<file path="src/rtl/fetch_unit.sv">
// Instruction fetch stage of the RV32I core: owns the PC, fetches one word per
// step over a req/ack handshake and selects the next PC once the word retires.
module fetch_unit #(
   parameter logic [31:0] RESET_PC = 32'h0000_0000
) (
   input  logic        clk,
   input  logic        rst,
   output logic        imem_req,
   output logic [31:0] imem_addr,
   input  logic        imem_ack,
   input  logic [31:0] imem_rdata,
   input  logic        retire,
   input  logic        stall,
   input  logic [1:0]  PCSrc,
   input  logic [31:0] ImmExt,
   input  logic [31:0] ALUResult,
   output logic [31:0] instr,
   output logic        instr_valid,
   output logic [31:0] PC,
   output logic [31:0] PCPlus4,
   output logic [31:0] PCTarget,
   output logic        misaligned
);

   localparam logic [31:0] NOP_INSTR = 32'h0000_0013;

   typedef enum logic [1:0] {
      ST_FETCH = 2'd0,
      ST_HOLD  = 2'd1,
      ST_TRAP  = 2'd2
   } state_e;

   state_e      state_q, state_d;
   logic [31:0] pc_q, pc_d;
   logic [31:0] instr_q, instr_d;
   logic        valid_q, valid_d;
   logic        mis_q, mis_d;

   logic [31:0] pc_plus4_s;
   logic [31:0] pc_target_s;
   logic [31:0] jalr_target_s;
   logic [31:0] next_pc_s;

   function automatic logic is_word_aligned(input logic [1:0] low_bits);
      return (low_bits == 2'b00);
   endfunction

   assign pc_plus4_s    = pc_q + 32'd4;
   assign pc_target_s   = pc_q + ImmExt;
   // JALR always lands on an even address; bit 1 is left for the alignment check.
   assign jalr_target_s = ALUResult & 32'hFFFF_FFFE;

   // Next-PC source select.
   always_comb begin
      next_pc_s = pc_plus4_s;
      case (PCSrc)
         2'b00:   next_pc_s = pc_plus4_s;
         2'b01:   next_pc_s = pc_target_s;
         2'b10:   next_pc_s = jalr_target_s;
         default: next_pc_s = pc_plus4_s;
      endcase
   end

   // Fetch/hold/trap sequencing and next values of all architectural state.
   always_comb begin
      state_d = state_q;
      pc_d    = pc_q;
      instr_d = instr_q;
      valid_d = valid_q;
      mis_d   = mis_q;
      case (state_q)
         ST_FETCH: begin
            if (imem_ack) begin
               instr_d = imem_rdata;
               valid_d = 1'b1;
               state_d = ST_HOLD;
            end else begin
               state_d = ST_FETCH;
            end
         end
         ST_HOLD: begin
            if (retire && !stall) begin
               valid_d = 1'b0;
               if (is_word_aligned(next_pc_s[1:0])) begin
                  pc_d    = next_pc_s;
                  state_d = ST_FETCH;
               end else begin
                  mis_d   = 1'b1;
                  state_d = ST_TRAP;
               end
            end else begin
               state_d = ST_HOLD;
            end
         end
         ST_TRAP: begin
            valid_d = 1'b0;
            mis_d   = 1'b1;
            state_d = ST_TRAP;
         end
         default: begin
            valid_d = 1'b0;
            state_d = ST_FETCH;
         end
      endcase
   end

   // State registers with synchronous reset.
   always_ff @(posedge clk) begin
      if (rst) begin
         state_q <= ST_FETCH;
         pc_q    <= RESET_PC;
         instr_q <= NOP_INSTR;
         valid_q <= 1'b0;
         mis_q   <= 1'b0;
      end else begin
         state_q <= state_d;
         pc_q    <= pc_d;
         instr_q <= instr_d;
         valid_q <= valid_d;
         mis_q   <= mis_d;
      end
   end

   // A request in flight is dropped for the reset cycle itself.
   assign imem_req    = (state_q == ST_FETCH) && !rst;
   assign imem_addr   = pc_q;
   assign instr       = instr_q;
   assign instr_valid = valid_q;
   assign PC          = pc_q;
   assign PCPlus4     = pc_plus4_s;
   assign PCTarget    = pc_target_s;
   assign misaligned  = mis_q;

endmodule

</file>
<file path="config.mk">
export PLATFORM = sky130hd
export DESIGN_NAME = fetch_unit
export DESIGN_NICKNAME = d
export VERILOG_FILES = /design/src/rtl/fetch_unit.sv
export SDC_FILE = /design/constraint.sdc
export NUM_CORES = 1
export LEC_CHECK = 0
export BUFFER_PORTS_ARGS = -buffer_cell sky130_fd_sc_hd__buf_2
export CAP_MARGIN = 20
export CORE_MARGIN = 2
export CORE_UTILIZATION = 52
export CTS_CLUSTER_DIAMETER = 200
export CTS_CLUSTER_SIZE = 16
export DETAILED_ROUTE_END_ITERATION = 16
export PLACE_DENSITY = 0.95
export SYNTH_ARGS = -nofsm -noshare
export SYNTH_HDL_FRONTEND = slang
export SYNTH_SLANG_ARGS = --single-unit
</file>
<file path="constraint.sdc">
create_clock -name clk -period 4.2 [get_ports clk]
set_input_delay 0.21 -clock clk [delete_from_list [all_inputs] [get_ports clk]]
set_output_delay 0.21 -clock clk [all_outputs]
set_load 0.01 [all_outputs]
</file>
==> results.md <==
- Status: finished, final reports clean
- Worst Max-Slew Pin Slew: between 0.8 and 0.9 ns
- Post-DP HPWL: 14500 um
- Num Clock Sinks: between 60 and 70
- Synth Instances: approximately 750
- Final Critical Period: approximately 3.6 ns
- Mean Syn Cell Area: 7.57 sq um
- Num ports: ~270
- Synth Cell Area: between 5000 and 6000 sq um
- Share of post-route cells with drive strength above 1: 0.340
- Clock Latency Late Sink: approximately 0.37 ns
- Number of filler cells placed in the layout: between 900 and 1000
- Crit-path max FO: 6
- FF+latch count, synth: between 60 and 70
- Synth-to-Final Area Change: 24.8%
- Slowest CP cell: a221oi_2
- # rows: 38
- Final hold violation count: 0
- Most frequent cells in the layout: buf_2, nand2_1, a21oi_1
- CP Launch Type: flop
- Worst slack, placed: ~1.1 ns
- Leakage: ~3.6 nW
- DRC Markers: 0
- IO buf count: roughly 260
- DR iter-0 viols: about 780
- DIE WIDTH: about 110 um
- Initial antenna violation count: 1
- Core Box Area: around 11000 sq um
- F_max: 282 MHz
- GR Overflow Total: 0
- Root Driver: clkbuf_8
- Fin Clk Skew: 0.0139 ns
- Commonest non-fill, non-tap cell in the layout: buf_2
- Post-DR wirelength/cell: 18.0 um
- Crit path arrival time: roughly 3.3 ns
- H-tree levels: 3
- Die ar.: around 12000 sq um
- Starting Density: 0.528
- Met3 wire length: between 2000 and 2500 um
- Multi-input logic area: between 3000 and 4000 sq um
- Async SR Flop Fraction: 0
- First-pass GRT wire length: between 30000 and 40000 um
- CTS tree: yes
- Setup violations, final: 0
- CTS max path bufs: 2
- TritonCTS Buffers: 9
- Top sig layer: met4
- Met2 wire length: just over 9000 um
- WL met1: about 7400 um
- Max-cap violations: 0
- Slew HR: 0.461
- Top_reg_cell synth: dfxtp_1
- Total number of vias: 6668
- Pins Over Slew Limit: 0
- Final setup margin: 0.649 ns
- Final antenna-violating net count: 0
- YS warnings: 0
- Routed WL: 19900 um
- Crit Path Class: flop to primary output
- Final layout net count: 1096
- Vias in the first global route: between 6000 and 7000
- Gpl congestion: slightly above 0.9
- Worst min path class: input port to flop
- Die Y: between 100 and 150 um
- Crit. End Element: primary output
- Post-CTS Resized: 0
- PwrDens: between 200 and 300 nW/um^2
- Seq/Total Area, Yosys: 0.240
- Unrepaired setup endpoints after global routing: no
- Post-Route Setup TNS: 0 ns
- Tot GR Track Use: 0.326
- First-pass iteration count of the detailed router: 8
- Period utilization: 0.846
- Setup bufs post-CTS: 0
- Max incr delay on CP: 0.43 ns
- Syn nets: approximately 890
- CTS Hold Bufs: 0
- Clk pin slew, worst setup/hold paths: 0.08 ns
- Via density: 6.04
- Post-synth cell types: between 70 and 80
- Peak VDD IR: between 0.0002 and 0.00025 V
- Largest net degree at the start of global routing: approximately 60
- Critical Path RT: 3.99 ns
- CP Cell Sequence: ha_1 > fa_1 > a21o_1 > a221oi_2 > a211oi_2 > a21boi_2 > o31ai_1 > and4_1 > nor2_1 > buf_2
- Post-synth EDFFs: 0
- Register area: around 1400 sq um
==> synth_stat cells (4+ instances only) <==
cell       number  area share
a2111oi_0       5      0.0077
a21o_1         17       0.023
a21oi_1        80       0.071
a221o_1         8       0.014
a221oi_1        7       0.011
a221oi_2        4       0.011
a22oi_1         7      0.0093
a31oi_1         7      0.0077
and3_1         12       0.013
buf_1           4      0.0026
buf_2           7      0.0062
buf_4          34       0.045
clkbuf_1       31       0.021
dfxtp_1        68        0.24
ha_1           34       0.075
inv_1          22       0.015
nand2_1       117       0.077
nand2b_1        4      0.0044
nand3_1        21       0.019
nand3b_1        4      0.0053
nand4_1        10       0.011
nor2_1         43       0.028
nor2b_1         8      0.0088
nor3_1         17       0.015
o21a_1          5      0.0066
o21ai_0        26       0.023
o21ai_1         5      0.0044
o22ai_1         6      0.0066
o31ai_1         4      0.0053
or2_2           4      0.0044
or3_1           6      0.0066
xnor2_1        33       0.051
xor2_1         21       0.032
==> kinds of logic (layout without fill, tap and decap cells) <==
kind of cell,after synthesis,in the layout,share of synthesized area
multiplexers,2,2,0.00353
AO/OA/AOI/OAI,225,225,0.275
buffers and inverters,98,312,0.0889
flip-flops,68,68,0.240
AND/OR/NAND/NOR,266,266,0.228
XOR/XNOR,55,55,0.0863
other,0,1,0
adder cells (fa/ha/maj),35,35,0.0786
==> power by group <==
| group | internal [W] | switching (W) | leakage, nW | total, W |
|---|---|---|---|---|
| clock network | 0.000357 | 0.000299 | 0.117 | 0.000656 |
| logic | 0.000187 | 0.000284 | 2.95 | 0.000471 |
| registers | 0.000673 | 0.0000256 | 0.554 | 0.000699 |
==> state kept, by name (all words and copies together), names as in the netlist <==
name and cells:
instr 32, misaligned 1, state_q 2, PC 32
instr_valid 1
==> path summary, 6_finish.rpt <==
kind                       from      endpoint  cells after the start  slack [ns]
setup / recovery          PC[0]  PCTarget[30]                     10        0.65
hold / removal    imem_rdata[4]      instr[4]                      3        0.05
setup reg to reg          PC[0]        PC[21]                     10        1.04
hold reg to reg      misaligned    misaligned                      2        0.45
==> critical path, delay by kind of cell, from the launching register on <==
family                     cells  cell delay, ns
adders and majority gates      2            0.64
DFF                            1            0.38
and+or+nand+nor                2            0.43
buffers and inverters          1            0.17
AOI/OAI and AO/OA              5            1.35
==> metal layers <==
| layer | GRT usage | vias to the layer above |
|---|---|---|
| met3 | 0.0802 | 90 |
| met2 | 0.529 | 463 |
| met5 | 0 | - |
| li1 | - | 3081 |
| met1 | 0.386 | 3034 |
| met4 | 0.198 | 0 |
==> metrics by stage <==
stage	instances	hold WS [ns]	area, sq um	power, W	utilization
after global routing	1104	0.0530	7080	0.00190	0.659
final	1104	0.0458	7080	0.00183	0.659
after CTS	1102	0.0408	7060	0.00182	0.657
after floorplan	749	0.334	5670	0.000990	-
after detailed placement	1086	0.424	6830	0.00117	0.635
after global placement	1085	0.425	6810	0.00115	0.634
==> layout make-up <==
type | count | share of cell area
well taps | 140 | 0.0247
inverters | 22 | 0.0117
diodes | 1 | 0.000354
clock buffers | 10 | 0.0194
repair buffers | 274 | 0.199
flip-flops and latches | 68 | 0.192
multi-input cells | 583 | 0.539
clock inverters | 6 | 0.0134
Power figures use the tool's default switching activity.
